--- config.mk ---
export PLATFORM = sky130hd
export DESIGN_NAME = sr_latch_4
export DESIGN_NICKNAME = d
export VERILOG_FILES = /design/src/rtl/sr_latch_pkg.sv /design/src/rtl/sr_latch_4_sr_cell.sv /design/src/rtl/sr_latch_4.sv
export SDC_FILE = /design/constraint.sdc
export NUM_CORES = 1
export LEC_CHECK = 0
export CORE_AREA = 3 3 40 42
export DETAILED_ROUTE_END_ITERATION = 10
export DIE_AREA = 0 0 43 45
export GPL_ROUTABILITY_DRIVEN = 0
export PLACE_DENSITY = 0.81
export SYNTH_ARGS = -nofsm -noshare
export SYNTH_HDL_FRONTEND = slang
export SYNTH_SLANG_ARGS = --single-unit
--- constraint.sdc ---
create_clock -name clk -period 1.09 [get_ports clk]
set_input_delay 0.1635 -clock clk [delete_from_list [all_inputs] [get_ports clk]]
set_output_delay 0.1635 -clock clk [all_outputs]
set_load 0.05 [all_outputs]
--- src/rtl/sr_latch_pkg.sv ---
`default_nettype none
// +-----------------------------------------------------------------------+
// | sr_latch_pkg                                                          |
// | Shared {s,r} request encodings and default width for the SR flag bank |
// | Revision: 1.0                                                         |
// +-----------------------------------------------------------------------+
package sr_latch_pkg;

  localparam int SR_WIDTH_DEFAULT = 4;

  localparam logic [1:0] SR_HOLD    = 2'b00;
  localparam logic [1:0] SR_RESET   = 2'b01;
  localparam logic [1:0] SR_SET     = 2'b10;
  localparam logic [1:0] SR_ILLEGAL = 2'b11;

  function automatic logic sr_is_illegal(input logic [1:0] sr);
    return (sr == SR_ILLEGAL);
  endfunction

endpackage
`default_nettype wire

--- src/rtl/sr_latch_4_sr_cell.sv ---
`default_nettype none
// +-----------------------------------------------------------------------+
// | sr_cell                                                               |
// | One synchronous SR storage bit with enable and forbidden-request flag |
// | Revision: 1.0                                                         |
// +-----------------------------------------------------------------------+
module sr_cell
  import sr_latch_pkg::*;
(
  input  logic clk,
  input  logic rst,
  input  logic en,
  input  logic s,
  input  logic r,
  output logic q,
  output logic invalid
);

  logic       r_q;
  logic       r_invalid;
  logic [1:0] w_sr;

  assign w_sr = {s, r};

  always_ff @(posedge clk) begin
    if (rst) begin
      r_q       <= 1'b0;
      r_invalid <= 1'b0;
    end else if (!en) begin
      r_invalid <= 1'b0;
    end else begin
      // The forbidden request leaves the stored bit untouched and only raises the flag
      case (w_sr)
        SR_SET:   r_q <= 1'b1;
        SR_RESET: r_q <= 1'b0;
        default:  r_q <= r_q;
      endcase
      r_invalid <= sr_is_illegal(w_sr);
    end
  end

  assign q       = r_q;
  assign invalid = r_invalid;

endmodule
`default_nettype wire

--- src/rtl/sr_latch_4.sv ---
`default_nettype none
// +-----------------------------------------------------------------------+
// | sr_latch_4                                                            |
// | Bank of independent clocked SR flag bits sharing one enable           |
// | Revision: 1.0                                                         |
// +-----------------------------------------------------------------------+
module sr_latch_4
  import sr_latch_pkg::*;
#(
  parameter int WIDTH = SR_WIDTH_DEFAULT
) (
  input  logic             clk,
  input  logic             rst,
  input  logic             en,
  input  logic [WIDTH-1:0] s,
  input  logic [WIDTH-1:0] r,
  output logic [WIDTH-1:0] q,
  output logic [WIDTH-1:0] q_n,
  output logic [WIDTH-1:0] invalid
);

  logic [WIDTH-1:0] w_q;
  logic [WIDTH-1:0] w_invalid;

  for (genvar i = 0; i < WIDTH; i++) begin : g_cell
    sr_cell u_cell (
      .clk     (clk),
      .rst     (rst),
      .en      (en),
      .s       (s[i]),
      .r       (r[i]),
      .q       (w_q[i]),
      .invalid (w_invalid[i])
    );
  end

  // q_n is derived from the stored bit so it can never disagree with q
  assign q       = w_q;
  assign q_n     = ~w_q;
  assign invalid = w_invalid;

endmodule
`default_nettype wire

# Yosys cells after proc, flatten, opt, wreduce, memory -nomap -nowiden

Cells that the tools add are included.

Multiplexer cells: 4
Bitwise logic cells: 2
Equal/unequal tests: 12
Reduce and logical (&&, ||, !) cells: 9

Operators with widths:

| kind               | number |
|---|---|
| $eq 2x2->1 const B | 8 |
| $eq 2x1->1 const B | 4 |
| $pmux 1 s2         | 4 |
| $reduce_and 2->1   | 4 |
| $reduce_bool 2->1  | 4 |
| $not 4->4          | 1 |
| $reduce_or 2->1    | 1 |
| $not 1->1          | 1 |

Bits in registers: 8
Output and inout port bits: 12
Word-level logic and storage cells: 35
Input bits: 11

# Logic depth before layout (Yosys ltp)

Word-level depth: 3
Gate-level depth with buffers: 4
Mapped depth without buffers: 4

# Cells and area by module

Synthesis repeated with hierarchy kept, for this count alone.

Cell total of the unflattened synthesis: 44
Area, all modules: 455.4 um^2

Modules (own cells, without submodules):

| module     | times used | area an instance (um^2) | seq. area each (um^2) | cells an instance |
|---|---|---|---|---|
| sr_cell    | 4          | 110.1                   | 40.0                  | 10 |
| sr_latch_4 | 1          | 15.0                    | 0.0                   | 4 |

# Worst setup path after synthesis

No wires, ideal clock.

Kind: flip-flop to flip-flop
From: reg g_cell[0].u_cell.q (netlist name)
To: reg g_cell[0].u_cell.r_q
Path buffers: 0
Arrival time: 0.730 ns
Library setup time: 0.145 ns
Cell stages (with the launch flop): 3
Path slack: 0.215 ns
Data required time: 0.945 ns
Period minus slack after synthesis: 0.875 ns
Cell sequence: dfxtp_1 inv_1 a211oi_1

RTL lines:

| what                   | line                     | RTL |
|---|---|---|
| end signal: assignment | sr_latch_4_sr_cell.sv:36 | `default: r_q <= r_q;` |
| end: declaration       | sr_latch_4_sr_cell.sv:19 | `logic r_q;` |

# Final worst setup path

From: reg g_cell[2].u_cell.r_q
To: out q_n[2]

Cells in the longest elaborated chain, start to end: 1

RTL lines:

| what                     | line                     | RTL |
|---|---|---|
| start: declaration       | sr_latch_4_sr_cell.sv:19 |  |
| start signal: assignment | sr_latch_4_sr_cell.sv:36 |  |
| $not 4->4                | sr_latch_4.sv:39         | `assign q_n = ~w_q;` |
| end: declaration         | sr_latch_4.sv:18         | `output logic [WIDTH-1:0] q_n,` |

No other way between the ends.

==> run metrics <==
minimum clock period=1.07 ns; Worst Hold Class=input port to flop; htree depth=1; Die W=43 µm; share of layout cells above drive strength 1=43.1%; Synth Cell Area=473 µm²; CP peak stage delay=0.38 ns; Leakage=0.473 nW; Worst-path clk slew=0.06 ns; slew margin rel.=66.0%; CTS Root Cell=clkbuf_4; total power=0.919 mW; Worst-Margin Slew=0.509 ns; Setup crit end kind=primary output; clock sinks=8; sequential area share after synthesis=33.9%; setup repair bufs after CTS=0; GRT Total Usage=10.5%; CTS Hold Buffers Added=0; arrival time at the worst endpoint=0.90 ns; core area=1280 µm²; CP required=0.93 ns; Power Dens Cells=1030 nW/µm²; clk_lat worst skew=0.25 ns; Filler cells=97; final cell utilization of the core=69.3%; final global-route overflow total=0; routed vias/inst=4.39; synth unique cells=9; Detailed Place HPWL=771 µm; outcome=finished, final reports clean; critical path's top delay family=flip-flops; placed cells=84; Post-Syn Instances=49; Inserted Diodes=0; Port-buffer cells=22; fin nets=93; Final period util=97.9%; Yosys reg bits=8; Initial DRC Count=1; antenna violations before repair=0; die area=1940 µm²; worst-case clock buffer depth=2; FP Rows=13; fin cells=87; largest net degree at the start of global routing=10; startpoint class of the critical path=flop; Ports=23; vias in the first global route=360; drt drc=0; post-route ant nets=0; routed via count=382; peak supply drop=480 µV; setup ws final=0.0225 ns; f_max=0.937 GHz; WP buf/inv=2; MaxCap Viol Count=0; first-pass GRT wire length=1530 µm; area grow syn2layout=88.4%; WL/cell=11.4 µm; CTS tree=done; initial core utilization=36.8%; Setup Viol. Count Final=0; Mean Syn Cell Area=9.65 µm²; Multi-input gate area=265 µm²; syn nets=68; worst setup path class=flop to primary output; Final Hold Viols=0; Place WS=-0.381 ns; First-pass DRT Iterations=2; maximum fanout along the worst path=2; max-slew violations=0; Critical Path, Cell by Cell=inv_1 > buf_12; total wire length=989 µm; die height=45 µm; FF/Latch Area=164 µm²; Fin Clk Skew=0 ns; yosys warns=0; critical path's slowest cell=dfxtp_1; total CTS buffers=3
## routing by layer
metal | global-route usage, % | part of all wire, %
met1 | 11.9 | 43
met2 | 19.5 | 51
met3 | 3.59 | 6.2
met4 | 1.81 | 0
met5 | 0 | 0
## worst reg2reg max path: cells and delay by family, from the launching register on
kind            cells  cell delay [ns]
flops               1             0.38
compound gates      1             0.24
buf+inv             1             0.11
## flip-flops by register name, summed over array words and instances (netlist names)
register	flops
g_cell.u_cell.invalid	4
g_cell.u_cell.q	4
## cells by family (layout without fill, tap and decap cells)
kind of cell,count (synthesis),after routing,synth area share [%]
AND/OR/NAND/NOR,13,13,19.6
buffers and inverters,16,39,19.0
AO/OA/AOI/OAI,4,4,6.35
adder cells (fa/ha/maj),8,8,21.2
flip-flops,8,8,33.9
## stage by stage
stage	setup TNS [ns]	area, µm²	hold slack (ns)
finish	0	891	0.308
global route	-0.00762	891	0.334
CTS	0	845	0.500
detailed placement	-2.16	817	0.572
global placement	-1.81	817	0.558
floorplan	0	473	0.236
## repair_timing
| item | in CTS | in global routing |
|---|---|---|
| setup endpoints to repair | 4 | 6 |
| cloned | 0 | 0 |
| gates resized for setup | 6 | 12 |
| pin swaps | 3 | 7 |
| hold endpoints to repair | 0 | 0 |
## cell usage in the layout, fill, tap and decap left out
cell type         n
buf_4             6
and2_1            4
dlymetal6s2s_1    4
nand2b_4          3
and2b_1           1
clkbuf_4          3
buf_12           12
clkdlybuf4s50_1   2
nand2b_1          1
dfxtp_1           5
and3b_1           4
ha_1              8
inv_1             8
dfxtp_2           3
a211oi_2          4
dlygate4sd2_1     4
## layout make-up
| cell class | count | share of cell area [%] |
|---|---|---|
| clock buffer | 3 | 2.53 |
| inverter | 8 | 3.37 |
| multi-input combinational | 25 | 29.8 |
| sequential | 8 | 18.4 |
| tap | 15 | 2.11 |
| timing repair buffer | 28 | 43.8 |
## power by group
part / total (mW) / internal, mW / switching [mW]
sequential: 0.329 / 0.312 / 0.0169
clock: 0.218 / 0.125 / 0.0928
combinational: 0.371 / 0.193 / 0.179
total: 0.919 / 0.630 / 0.289
## cells in the mapped netlist, drive strengths merged
cell type,n,area share (%)
inv,8,6.3
and2,4,5.3
and2b,1,1.6
a211oi,4,6.3
nand2b,4,5.3
buf,8,13
and3b,4,7.4
dfxtp,8,34
ha,8,21
## final timing paths
path,startpoint,end,slack [ns],cells after the start
setup / recovery,g_cell[2].u_cell.q,q_n[2],0.02,2
hold / removal,r[3],g_cell[3].u_cell.invalid,0.31,3
setup reg to reg,g_cell[2].u_cell.q,g_cell[2].u_cell.q,0.27,2
hold reg to reg,g_cell[1].u_cell.q,g_cell[1].u_cell.q,0.57,2
No activity file was read; power rests on OpenSTA's default activity.
